$ cat src/rtl/uart_pkg.sv
// Shared UART definitions: FSM state encoding, default bit timing and line levels.
// Used by both the transmitter and the receiver.
package uart_pkg;

    typedef enum logic [2:0] {
        IDLE   = 3'd0,
        START  = 3'd1,
        DATA   = 3'd2,
        PARITY = 3'd3,
        STOP   = 3'd4
    } uart_state_e;

    // 25 MHz system clock at 115200 baud.
    localparam int UART_CLKS_PER_BIT          = 217;
    localparam int UART_CLKS_PER_BIT_OVER_TWO = 108;

    localparam logic IDLE_LINE = 1'b1;

endpackage

$ cat src/rtl/uart_baud_tick.sv
// Bit-period timer: one-cycle tick on the last cycle of every CLKS_PER_BIT period.
// Holding clear keeps the period phase at zero so the next period starts aligned.
module uart_baud_tick #(
    parameter int CLKS_PER_BIT = 217
) (
    input  logic clk,
    input  logic rst_n,
    input  logic clear,
    output logic tick
);

    localparam int CW = (CLKS_PER_BIT > 1) ? $clog2(CLKS_PER_BIT) : 1;
    localparam logic [CW-1:0] LAST = CW'(CLKS_PER_BIT - 1);

    logic [CW-1:0] cnt_q;
    logic [CW-1:0] cnt_d;

    always_comb begin
        cnt_d = cnt_q;
        if (clear || (cnt_q == LAST)) begin
            cnt_d = '0;
        end else begin
            cnt_d = cnt_q + CW'(1);
        end
    end

    always_ff @(posedge clk or negedge rst_n) begin
        if (!rst_n) begin
            cnt_q <= '0;
        end else begin
            cnt_q <= cnt_d;
        end
    end

    assign tick = ~clear & (cnt_q == LAST);

endmodule

$ cat src/rtl/uart_tx.sv
// UART transmitter: valid/ready byte intake, 8-N-1 (or 8-x-1/2) frame on o_UART_TX.
// Define UART_TX_PARITY_EN to insert a parity bit between the data and stop bits.
module uart_tx
    import uart_pkg::*;
#(
    parameter int CLKS_PER_BIT = UART_CLKS_PER_BIT,
    parameter int STOP_BITS    = 1,
    parameter int PARITY_ODD   = 0
) (
    input  logic       i_Clk,
    input  logic       i_Rst_L,
    input  logic       i_TX_DV,
    input  logic [7:0] i_TX_Byte,
    output logic       o_TX_Ready,
    output logic       o_TX_Active,
    output logic       o_TX_Done,
    output logic       o_UART_TX
);

    localparam logic LAST_STOP = 1'(STOP_BITS - 1);

    uart_state_e state_q, state_d;
    logic [7:0]  shift_q, shift_d;
    logic [2:0]  bit_idx_q, bit_idx_d;
    logic        stop_idx_q, stop_idx_d;
    logic        tx_q, tx_d;
    logic        ready_q, ready_d;
    logic        active_q, active_d;
    logic        done_q, done_d;
    logic        bit_tick;
    logic        baud_clear;

`ifdef UART_TX_PARITY_EN
    logic parity_q, parity_d;
`else
    localparam bit unused_parity_odd = PARITY_ODD[0];
`endif

    // Timer sits at phase zero while idle so the start bit gets a full period.
    assign baud_clear = (state_q == IDLE);

    uart_baud_tick #(
        .CLKS_PER_BIT(CLKS_PER_BIT)
    ) u_baud_tick (
        .clk   (i_Clk),
        .rst_n (i_Rst_L),
        .clear (baud_clear),
        .tick  (bit_tick)
    );

    always_comb begin
        state_d    = state_q;
        shift_d    = shift_q;
        bit_idx_d  = bit_idx_q;
        stop_idx_d = stop_idx_q;
        tx_d       = tx_q;
        ready_d    = ready_q;
        active_d   = active_q;
        done_d     = 1'b0;
`ifdef UART_TX_PARITY_EN
        parity_d   = parity_q;
`endif

        case (state_q)
            IDLE: begin
                tx_d     = IDLE_LINE;
                ready_d  = 1'b1;
                active_d = 1'b0;
                if (i_TX_DV) begin
                    state_d    = START;
                    shift_d    = i_TX_Byte;
                    bit_idx_d  = 3'd0;
                    stop_idx_d = 1'b0;
                    tx_d       = 1'b0;
                    ready_d    = 1'b0;
                    active_d   = 1'b1;
`ifdef UART_TX_PARITY_EN
                    parity_d   = (^i_TX_Byte) ^ PARITY_ODD[0];
`endif
                end
            end

            START: begin
                if (bit_tick) begin
                    state_d = DATA;
                    tx_d    = shift_q[0];
                    shift_d = {1'b0, shift_q[7:1]};
                end
            end

            // shift_q[0] always holds the bit that goes out at the next boundary.
            DATA: begin
                if (bit_tick) begin
                    if (bit_idx_q == 3'd7) begin
`ifdef UART_TX_PARITY_EN
                        state_d = PARITY;
                        tx_d    = parity_q;
`else
                        state_d = STOP;
                        tx_d    = IDLE_LINE;
`endif
                    end else begin
                        bit_idx_d = bit_idx_q + 3'd1;
                        tx_d      = shift_q[0];
                        shift_d   = {1'b0, shift_q[7:1]};
                    end
                end
            end

`ifdef UART_TX_PARITY_EN
            PARITY: begin
                if (bit_tick) begin
                    state_d = STOP;
                    tx_d    = IDLE_LINE;
                end
            end
`endif

            STOP: begin
                if (bit_tick) begin
                    if (stop_idx_q == LAST_STOP) begin
                        state_d  = IDLE;
                        done_d   = 1'b1;
                        ready_d  = 1'b1;
                        active_d = 1'b0;
                    end else begin
                        stop_idx_d = stop_idx_q + 1'b1;
                    end
                end
            end

            default: begin
                state_d  = IDLE;
                tx_d     = IDLE_LINE;
                ready_d  = 1'b1;
                active_d = 1'b0;
            end
        endcase
    end

    always_ff @(posedge i_Clk or negedge i_Rst_L) begin
        if (!i_Rst_L) begin
            state_q    <= IDLE;
            shift_q    <= '0;
            bit_idx_q  <= '0;
            stop_idx_q <= 1'b0;
            tx_q       <= IDLE_LINE;
            ready_q    <= 1'b1;
            active_q   <= 1'b0;
            done_q     <= 1'b0;
        end else begin
            state_q    <= state_d;
            shift_q    <= shift_d;
            bit_idx_q  <= bit_idx_d;
            stop_idx_q <= stop_idx_d;
            tx_q       <= tx_d;
            ready_q    <= ready_d;
            active_q   <= active_d;
            done_q     <= done_d;
        end
    end

`ifdef UART_TX_PARITY_EN
    always_ff @(posedge i_Clk or negedge i_Rst_L) begin
        if (!i_Rst_L) begin
            parity_q <= 1'b0;
        end else begin
            parity_q <= parity_d;
        end
    end
`endif

    assign o_UART_TX   = tx_q;
    assign o_TX_Ready  = ready_q;
    assign o_TX_Active = active_q;
    assign o_TX_Done   = done_q;

endmodule

$ cat config.mk
export PLATFORM = sky130hd
export DESIGN_NAME = uart_tx
export DESIGN_NICKNAME = d
export VERILOG_FILES = /design/src/rtl/uart_pkg.sv /design/src/rtl/uart_baud_tick.sv /design/src/rtl/uart_tx.sv
export SDC_FILE = /design/constraint.sdc
export NUM_CORES = 1
export LEC_CHECK = 0
export BUFFER_PORTS_ARGS = -buffer_cell sky130_fd_sc_hd__buf_2
export CORE_MARGIN = 2
export CORE_UTILIZATION = 49
export DETAILED_ROUTE_END_ITERATION = 16
export GPL_ROUTABILITY_DRIVEN = 0
export HOLD_SLACK_MARGIN = 0.06
export PLACE_DENSITY = 0.71
export SYNTH_ARGS = -nofsm -noshare
export SYNTH_HDL_FRONTEND = slang
export SYNTH_SLANG_ARGS = --single-unit
$ cat constraint.sdc
create_clock -name i_Clk -period 2.05 [get_ports i_Clk]
set_input_delay 0.41 -clock i_Clk [delete_from_list [all_inputs] [get_ports i_Clk]]
set_output_delay 0.41 -clock i_Clk [all_outputs]
set_load 0.05 [all_outputs]
==> results of run 1 <==
-- routing by layer --
layer / vias to the layer above / global-route usage (%)
met5: - / 0
met4: 0 / 8.31
met3: 6 / 3.00
met2: 20 / 26.1
met1: 433 / 18.7
li1: 448 / -
-- per-stage QoR --
stage	worst slack (ps)	hold slack, ps
after floorplan	256	114
after global routing	18.7	87.2
after CTS	106	79.7
final	113	59.0
after detailed placement	113	441
after global placement	190	429
-- layout make-up --
class / count / area, µm² / area share, %
Sequential cell: 26 / 653 / 43.5
Tap cell: 31 / 38.8 / 2.59
Multi-Input combinational cell: 82 / 658 / 43.9
Clock buffer: 4 / 26.3 / 1.75
Timing Repair Buffer: 16 / 97.6 / 6.51
Inverter: 7 / 26.3 / 1.75
-- sequential cells by signal, summed over array words and instances, names as in the netlist --
name and cells:
o_TX_Active 1, u_baud_tick.cnt_q 8, bit_idx_q 3, state_q 3
o_TX_Ready 1, shift_q 8, o_TX_Done 1, o_UART_TX 1
-- final timing paths --
check | from | cells after the start | slack, ps | end
worst max-delay path | bit_idx_q[0]$_DFFE_PN0P_ | 7 | 110 | shift_q[6]$_DFFE_PN0P_
worst min-delay path | i_Rst_L | 1 | 60 | shift_q[4]$_DFFE_PN0P_
worst max register to register | bit_idx_q[0]$_DFFE_PN0P_ | 7 | 110 | shift_q[6]$_DFFE_PN0P_
worst min register to register | shift_q[6]$_DFFE_PN0P_ | 1 | 530 | shift_q[6]$_DFFE_PN0P_
max in group asynchronous | i_Rst_L | 1 | 1610 | o_UART_TX$_DFFE_PN1P_
min in group i_Clk | i_TX_Byte[7] | 3 | 320 | shift_q[7]$_DFFE_PN0P_
-- cells in the final DEF (no fill, tap or decap), types with 3 or more instances in the layout --
cell / netlist / final
dfrtp_1: 24 / 24
nor2_1: 15 / 15
buf_2: 2 / 14
inv_1: 7 / 7
nand2_1: 7 / 7
mux2_4: 7 / 7
mux2_2: 6 / 6
nand3_1: 4 / 4
xor2_1: 4 / 4
ha_1: 4 / 4
xnor2_1: 3 / 3
o21ai_0: 3 / 3
clkbuf_4: 0 / 3
-- Yosys cell counts (3+ instances only) --
library cell,number
inv_1,7
xor2_1,4
o21ai_0,3
mux2_2,6
mux2_4,7
xnor2_1,3
nand2_1,7
nand3_1,4
dfrtp_1,24
ha_1,4
nor2_1,15
-- kinds of logic (layout without fill, tap and decap cells) --
family          Yosys count  count (layout)  share of synthesized area (%)
compound gates           17              17                           9.23
simple gates             38              38                           15.8
buf+inv                  12              27                           4.29
fa+ha+maj                 4               4                           3.65
flops                    26              26                           47.7
xor+xnor                  7               7                           4.47
mux                      16              16                           14.9
-- worst register-to-register path: cells and delay by family (launching register included) --
family / cells / cell delay [ps]
AO/OA/AOI/OAI: 1 / 240
adder cells (fa/ha/maj): 2 / 410
buffers and inverters: 1 / 150
flip-flops: 1 / 410
multiplexers: 1 / 300
AND/OR/NAND/NOR: 2 / 350
-- power by group through the flow --
stage               clock, mW  sequential [mW]  combinational (mW)
global route            0.254            0.722               0.320
floorplan                   0            0.726               0.207
CTS                     0.231            0.708               0.290
detailed placement          0            0.718               0.286
global placement            0            0.714               0.280
finish                  0.223            0.708               0.286
==> summary.txt, run 1 <==
Status
  • Status: complete, no violations

CTS
  • Post-CTS setup buffers: 0
  • Clock transition at path regs: between 100 and 150 ps
  • Max Buffers Root-to-Sink: 2
  • Resized Gates After CTS: 0
  • CTS Buf Count: 3
  • Num Clock Sinks: 26
  • Cts hold-fix bufs: 0
  • TritonCTS clock tree: done
  • CTS H-Tree Depth: 1
  • Root buf cell: clkbuf_4
  • Worst skew pair latency: between 300 and 400 ps

Global route
  • Pin count of the biggest net entering global routing: 27
  • Number of global-route vias before repair: between 900 and 1000
  • Global-route wire length before repair: 3.97 mm
  • Antenna violations before repair: 0
  • GRT Util Overall: ~16%
  • Congestion Overflow GR: 0

Worst setup path
  • CP arrival: 2160 ps
  • Critical path's most frequent cell: ha_1
  • Number of buffers and inverters on the critical path: 1
  • Worst EP required: between 2000 and 2500 ps
  • CP max stage cell: dfrtp_1
  • CP endpoint kind: flip-flop
  • CP Launch Type: flip-flop
  • CP top delay family: adder cells
  • Crit Path Max Fanout: 8
  • Critical-path cell list: ha_1 > ha_1 > nand2b_1 > nor3_2 > o311a_1 > buf_12 > mux2_4
  • Setup CP Type: flip-flop to flip-flop
  • Crit-path max cell delay: ~400 ps

Routing
  • Met1 wire length: 999 µm
  • Wire length on met2: 1.11 mm
  • DR pass1 iterations: 4
  • DRC: 0
  • Via count: between 900 and 1000
  • Wire length per cell: around 14 µm
  • Final wirelength: 2.26 mm
  • Post-DRT Antenna Nets: 0
  • 1st-iter DRT viols: 22
  • Highest metal used: met4
  • Met3 WL: 110 µm
  • Via/cell ratio: approximately 5.5

Hold path
  • Worst Hold Class: primary input to asynchronous set/reset pin

Final layout
  • Share of cells above drive strength 1: around 30%
  • FILL cells: roughly 240
  • Post-route insts no fill: around 170
  • ANT cells: 0
  • Nets: about 150
  • Post-layout instance area: approximately 0.0015 mm²
  • Fin util: between 50% and 60%
  • Layout area overhead: 9.50%

Synth
  • EDFF count, synth: 0
  • Top post-synthesis cells by area: dfrtp_1 44%, mux2_4 7.7%, mux2_2 4.9%
  • Yosys warns: 0
  • Gate Count Post-Synth: 120
  • Syn_area_per_cell: between 10 and 15 µm²
  • Sequential area share after synthesis: around 48%
  • Synth cell types: 39
  • Cell Area, Synth: 0.00137 mm²
  • Yosys top cell by area: dfrtp_1
  • Syn Nets: ~140
  • Main synth FF type: dfrtp_1
  • Synth Register Bits: 26
  • Yosys top cell area share: between 40% and 50%
  • Asr flop ratio synth: 100%

STA
  • Setup Skew: a little under 4 ps
  • Max Slew Vio Count: 0
  • Slew HR: 62.8%
  • Setup TNS: 0 ps
  • Period utilization: roughly 94%
  • Unrepaired setup endpoints after global routing: false
  • Minimum clock period: 1940 ps
  • Least-Margin Pin Slew: between 500 and 600 ps
  • Max frequency: approximately 0.52 GHz
  • Final hold violations: 0
  • Endpoints failing setup: 0

Pwr
  • Peak VDD IR: a little under 0.6 mV
  • Net Switching: between 0.3 and 0.4 mW
  • Sequential Power Share: 58.2%
  • Total Power: about 1.2 mW
  • Sw Ratio: a little under a third
  • Pint: between 0.8 and 0.9 mW
  • P per Cell Area: slightly above 800 mW/mm²
  • LEAKAGE: 0.741 nW
  • Comb pwr share: 23.5%
  • Clock Power Share: 18.3%

Place
  • Placed inst area: approximately 0.0015 mm²
  • Inst Count DP: between 150 and 200
  • DP Wirelength: 1.67 mm
  • IO Port Bufs: 14

Floorplan
  • Top Ports: 15
  • Die height: around 57 µm
  • DIE AREA: between 0.003 and 0.004 mm²
  • Die outline width: roughly 57 µm
  • Initial Util: 50.6%
  • Core box area: 0.00271 mm²
  • Num rows: 19

Job
  • Max-Cap Viols: 0
Power figures use the tool's default switching activity.
==> run 2: changes to the inputs <==
--- a/config.mk
+++ b/config.mk
@@ -11,7 +11,7 @@
 export DETAILED_ROUTE_END_ITERATION = 16
 export GPL_ROUTABILITY_DRIVEN = 0
 export HOLD_SLACK_MARGIN = 0.06
-export PLACE_DENSITY = 0.71
+export PLACE_DENSITY = 0.73
 export SYNTH_ARGS = -nofsm -noshare
 export SYNTH_HDL_FRONTEND = slang
 export SYNTH_SLANG_ARGS = --single-unit
==> constraint.sdc (replaced) <==
create_clock -name i_Clk -period 1.7 [get_ports i_Clk]
set_input_delay 0.34 -clock i_Clk [delete_from_list [all_inputs] [get_ports i_Clk]]
set_output_delay 0.34 -clock i_Clk [all_outputs]
set_load 0.05 [all_outputs]
==> run 2 against run 1 <==
The flow now finishes with violations (setup timing); first-iteration DRC count rose by 86%; hold slack better by 200 ps; final area increased by 9.3%; flip-flop and latch count did not move; clock power grew 34%; worst setup slack lost 200 ps; sequential share of layout area shrank 3.7 points; non-clock buffer count is 12 higher; critical path type unchanged; largest power group unchanged; highest routed layer unchanged.
==> summary.txt, run 2 (synthesized netlist as in run 1, its figures left out) <==
Status
  • Status: complete, but fails checks
  • Failing checks: setup timing

Worst setup path
  • Worst R2R Setup Slack: -90 ps
  • Reg2reg end: shift_q[4]$_DFFE_PN0P_
  • FF-to-FF path depth: 7
  • Setup CP Type: flip-flop to flip-flop
  • Critical-path cell list: ha_2 > ha_4 > nand2b_4 > nor3_4 > o311a_1 > buf_12 > mux2_4
  • Reg2reg start: bit_idx_q[1]$_DFFE_PN0P_
  • CP Launch Type: flip-flop
  • CP max stage cell: dfrtp_1
  • CP endpoint kind: flip-flop
  • Crit Path Max Fanout: 8
  • CP arrival: roughly 2000 ps
  • Worst Setup SP: bit_idx_q[1]$_DFFE_PN0P_
  • Worst EP required: between 1500 and 2000 ps
  • Crit-path max cell delay: 400 ps

Final layout
  • Most common cell after layout, fill and taps aside: dfrtp_1
  • Layout area overhead: 19.7%
  • Most frequent cells in the layout: 24 x dfrtp_1, 15 x nor2_1, 14 x buf_2, 12 x buf_4
  • Largest regs: shift_q: 8 flops, u_baud_tick.cnt_q: 8 flops
  • Share of cells above drive strength 1: between 30% and 40%
  • ANT cells: 0
  • Post-route insts no fill: roughly 180
  • Nets: ~160

Floorplan
  • DIE AREA: 0.00323 mm²
  • Die outline width: around 57 µm
  • Core box area: around 0.0027 mm²
  • Top Ports: 15
  • Initial Util: 50.6%
  • Num rows: 19
  • Die height: 56.9 µm

CTS
  • Max Buffers Root-to-Sink: 2
  • Clock transition at path regs: 130 ps
  • CTS H-Tree Depth: 1
  • CTS Buf Count: 3
  • Root buf cell: clkbuf_4
  • Num Clock Sinks: 26
  • Worst skew pair latency: about 310 ps
  • TritonCTS clock tree: done

STA
  • Slew HR: ~62%
  • Unrepaired setup endpoints after global routing: true
  • Max Slew Vio Count: 0
  • Endpoints failing setup: 8
  • Minimum clock period: around 1800 ps
  • Period utilization: 105%
  • Final hold violations: 0
  • Least-Margin Pin Slew: about 580 ps
  • Post-route setup slack: -89.0 ps
  • Max frequency: ~0.56 GHz
  • Setup TNS: -648 ps
  • Setup Skew: 4.84 ps

Routing
  • Final wirelength: between 2 and 2.5 mm
  • Via count: 934
  • DRC: 0
  • Wire length per cell: 13.2 µm
  • DR pass1 iterations: 4
  • Post-DRT Antenna Nets: 0
  • 1st-iter DRT viols: between 40 and 50
  • Via/cell ratio: 5.25

Pwr
  • Peak VDD IR: between 0.7 and 0.8 mV
  • P per Cell Area: about 950 mW/mm²
  • LEAKAGE: 0.819 nW

Hold path
  • HP Start: i_TX_Byte[7]
  • Hold Crit Depth: 3
  • Worst Hold Class: primary input to flip-flop
  • WHS Endpoint: shift_q[7]$_DFFE_PN0P_

Global route
  • GRT Util Overall: about 16%
  • Number of global-route vias before repair: 993
  • Congestion Overflow GR: 0
  • Global-route wire length before repair: approximately 4.2 mm
  • Pin count of the biggest net entering global routing: 27
  • Antenna violations before repair: 0

Place
  • IO Port Bufs: 14
  • Inst Count DP: 171
  • DP Wirelength: approximately 1.7 mm

Job
  • Max-Cap Viols: 0
## run 2: what timing repair did
| item | 4_1_cts | 5_1_grt |
|---|---|---|
| pin swaps | 2 | 1 |
| hold endpoints to repair | 24 | 0 |
| gates resized for setup | 2 | 2 |
| hold buffers | 1 | 0 |
| endpoints found under the setup margin | 11 | 17 |
| cloned | 0 | 0 |
| buffers inserted | 2 | 0 |
## run 2: critical path: cells and delay by family, from the launching register on
kind,cells,cell delay (ps)
DFF,1,400
adders and majority gates,2,360
and+or+nand+nor,2,290
muxes,1,290
AOI/OAI and AO/OA,1,210
buffers and inverters,1,140
## run 2: stage by stage
stage	utilization (%)	power, mW	setup WS (ps)	area [µm²]	hold WS [ps]
3_5_place_dp	57.7	1.28	-124	1560	367
6_report	60.5	1.56	-89.0	1640	260
5_1_grt	60.5	1.68	-140	1640	268
3_3_place_gp	57.7	1.25	-88.5	1560	355
2_1_floorplan	-	1.13	-44.7	1390	44.4
4_1_cts	60.2	1.59	-90.3	1630	256
## run 2: how the worst max path moves through the flow
stage	slack [ps]	to
finish	-90	shift_q[4]$_DFFE_PN0P_
CTS	-90	shift_q[4]$_DFFE_PN0P_
global route	-140	shift_q[4]$_DFFE_PN0P_
detailed placement	-120	shift_q[3]$_DFFE_PN0P_
global placement	-90	shift_q[6]$_DFFE_PN0P_
floorplan	-40	shift_q[0]$_DFFE_PN0P_
## run 2: area by class of cell
type                       count  area (µm²)
fill                         221        1070
tap                           31        38.8
inverter                       7        26.3
clock buffer                   4        36.3
sequential                    26         653
timing repair buffer          28         190
multi-input combinational     82         696
## run 2: per-layer routing
layer / track usage, % / wire, µm
met5: 0 / 0
met4: 4.65 / 13
met3: 2.76 / 78
met2: 28.6 / 1170
met1: 20.9 / 1080
## run 2: where the power goes
part / total [mW] / leakage [nW] / internal, mW / switching, mW
clock network: 0.299 / 0.0210 / 0.131 / 0.168
logic: 0.440 / 0.471 / 0.230 / 0.210
registers: 0.825 / 0.327 / 0.730 / 0.0947
==> run 3: changes to the inputs <==
--- a/config.mk
+++ b/config.mk
@@ -5,13 +5,14 @@
 export SDC_FILE = /design/constraint.sdc
 export NUM_CORES = 1
 export LEC_CHECK = 0
-export BUFFER_PORTS_ARGS = -buffer_cell sky130_fd_sc_hd__buf_2
 export CORE_MARGIN = 2
 export CORE_UTILIZATION = 49
 export DETAILED_ROUTE_END_ITERATION = 16
+export DONT_BUFFER_PORTS = 1
 export GPL_ROUTABILITY_DRIVEN = 0
+export GPL_TIMING_DRIVEN = 0
 export HOLD_SLACK_MARGIN = 0.06
-export PLACE_DENSITY = 0.73
+export PLACE_DENSITY = 0.68
 export SYNTH_ARGS = -nofsm -noshare
 export SYNTH_HDL_FRONTEND = slang
 export SYNTH_SLANG_ARGS = --single-unit
==> run 3 against run 2 <==
The run still ends with setup timing left; worst setup slack better by 22 ps; combinational power fell by 24%; via count shrank 2.4%; flip-flop and latch count unchanged; core utilization down 1.7 points; power rose by 5.2%; critical path depth did not move; global-route usage increased by 0.58 points; wire length is 2.9% higher; first-iteration DRC count is 37% higher; die area did not move; sequential share of layout area grew 1.2 points; critical endpoint is now shift_q[5]$_DFFE_PN0P_; highest routed layer unchanged.
==> summary.txt, run 3 (synthesized netlist as in run 1, its figures left out) <==
Routing
  • DR pass1 iterations: 4
  • Via/cell ratio: 5.53
  • Via count: about 910
  • 1st-iter DRT viols: between 50 and 60
  • DRC: 0
  • Final wirelength: 2.41 mm
  • Post-DRT Antenna Nets: 0
  • Wire length per cell: about 15 µm

STA
  • Slew HR: between 60% and 70%
  • Max frequency: 0.566 GHz
  • Least-Margin Pin Slew: roughly 470 ps
  • Period utilization: 104%
  • Max Slew Vio Count: 0
  • Final hold violations: 0
  • Endpoints failing setup: 8
  • Post-route setup slack: -66.9 ps
  • Minimum clock period: between 1500 and 2000 ps
  • Unrepaired setup endpoints after global routing: true
  • Setup Skew: 16.0 ps

Floorplan
  • Top Ports: 15
  • Initial Util: 50.6%
  • Core box area: approximately 0.0027 mm²
  • Die height: 56.9 µm
  • Die outline width: ~57 µm
  • DIE AREA: 0.00323 mm²
  • Num rows: 19

Pwr
  • Peak VDD IR: ~0.98 mV
  • Total Power: around 1.6 mW
  • P per Cell Area: about 1000 mW/mm²
  • LEAKAGE: 0.770 nW

Worst setup path
  • Number of buffers and inverters on the critical path: 1
  • CP max stage cell: dfrtp_1
  • Setup CP Type: flip-flop to flip-flop
  • Worst EP required: between 1500 and 2000 ps
  • CP Launch Type: flip-flop
  • Worst R2R Setup Slack: -70 ps
  • Crit-path max cell delay: ~400 ps
  • CP top delay family: flip-flops
  • CP arrival: between 2000 and 2500 ps
  • CP endpoint kind: flip-flop
  • Critical-path cell list: ha_2 > ha_4 > nand2b_4 > nor3_4 > o311a_1 > buf_6 > mux2_4
  • Crit Path Max Fanout: 8

Hold path
  • Worst Hold Class: primary input to flip-flop

Global route
  • GRT Util Overall: approximately 17%
  • Antenna violations before repair: 0
  • Number of global-route vias before repair: 937
  • Congestion Overflow GR: 0
  • Global-route wire length before repair: 4.28 mm
  • Pin count of the biggest net entering global routing: 27

Final layout
  • Most frequent cells in the layout: 24 x dfrtp_1, 15 x nor2_1, 9 x buf_4, 8 x mux2_4
  • Fin util: between 50% and 60%
  • Share of cells above drive strength 1: 32.1%
  • Most common cell after layout, fill and taps aside: dfrtp_1
  • ANT cells: 0
  • Layout area overhead: 16.3%
  • Nets: 150
  • Largest regs: shift_q: 8 flops, u_baud_tick.cnt_q: 8 flops

Status
  • Failing checks: setup timing
  • Status: complete, but fails checks

CTS
  • Max Buffers Root-to-Sink: 2
  • Root buf cell: clkbuf_4
  • TritonCTS clock tree: done
  • CTS Buf Count: 3
  • Num Clock Sinks: 26
  • Worst skew pair latency: 330 ps
  • Clock transition at path regs: roughly 160 ps
  • CTS H-Tree Depth: 1

Place
  • DP Wirelength: 1.68 mm
  • IO Port Bufs: 0

Job
  • Max-Cap Viols: 0
## run 3: cell count changes in the layout (fill, tap and decap cells not counted), sizes merged
cell,change
bufinv,+1
buf,-15
clkbuf,+1
## run 3: worst reg2reg max path, cell delays in order (launching register included)
cell	delay, ps
dfrtp_1	410
ha_2	200
ha_4	160
nand2b_4	140
nor3_4	130
o311a_1	180
buf_6	160
mux2_4	310
## run 3: stage by stage
stage	setup WS, ps	instances	TNS [ps]	hold WS (ps)	cell area, µm²
finish	-66.9	165	-455	158	1590
global route	-142	165	-1350	134	1590
CTS	-100	161	-676	153	1550
detailed placement	-167	151	-1170	45.0	1430
global placement	-120	151	-818	44.9	1430
floorplan	-44.7	120	-313	44.4	1390
## run 3: layer usage
metal | vias to the layer above | track usage, % | part of all wire [%]
met3 | 2 | 5.30 | 4.4
met2 | 18 | 30.1 | 51
li1 | 443 | - | -
met1 | 449 | 20.4 | 44
met4 | 0 | 2.99 | 0.54
met5 | - | 0 | 0
## run 3: final timing paths
check / startpoint / end / cells past startpoint
worst max-delay path: bit_idx_q[0]$_DFFE_PN0P_ / shift_q[5]$_DFFE_PN0P_ / 7
worst min-delay path: i_TX_Byte[7] / shift_q[7]$_DFFE_PN0P_ / 2
worst max register to register: bit_idx_q[0]$_DFFE_PN0P_ / shift_q[5]$_DFFE_PN0P_ / 7
worst min register to register: shift_q[4]$_DFFE_PN0P_ / shift_q[4]$_DFFE_PN0P_ / 1
max in group asynchronous: i_Rst_L / o_TX_Ready$_DFFE_PN1P_ / 2
min in group asynchronous: i_Rst_L / shift_q[4]$_DFFE_PN0P_ / 2
## run 3: layout make-up
type | instances | area [µm²]
Buffer | 5 | 35.0
Clock buffer | 3 | 22.5
Clock inverter | 1 | 30.0
Fill cell | 233 | 1120
Inverter | 7 | 26.3
Multi-Input combinational cell | 82 | 698
Sequential cell | 26 | 653
Tap cell | 31 | 38.8
Timing Repair Buffer | 10 | 90.1
## run 3: where the power goes
group,internal (mW),total [mW],switching (mW),leakage (nW)
logic,0.191,0.333,0.142,0.414
registers,0.731,0.881,0.150,0.327
clock network,0.239,0.432,0.193,0.0279
total,1.16,1.65,0.485,0.770
## run 3: timing repair
item / in CTS / in global routing
hold buffers: 2 / 0
setup buffers: 4 / 4
pin swaps: 4 / 1
gates resized for setup: 2 / 4
gates cloned: 0 / 0
hold endpoints to repair: 26 / 0
setup endpoints to repair: 9 / 18
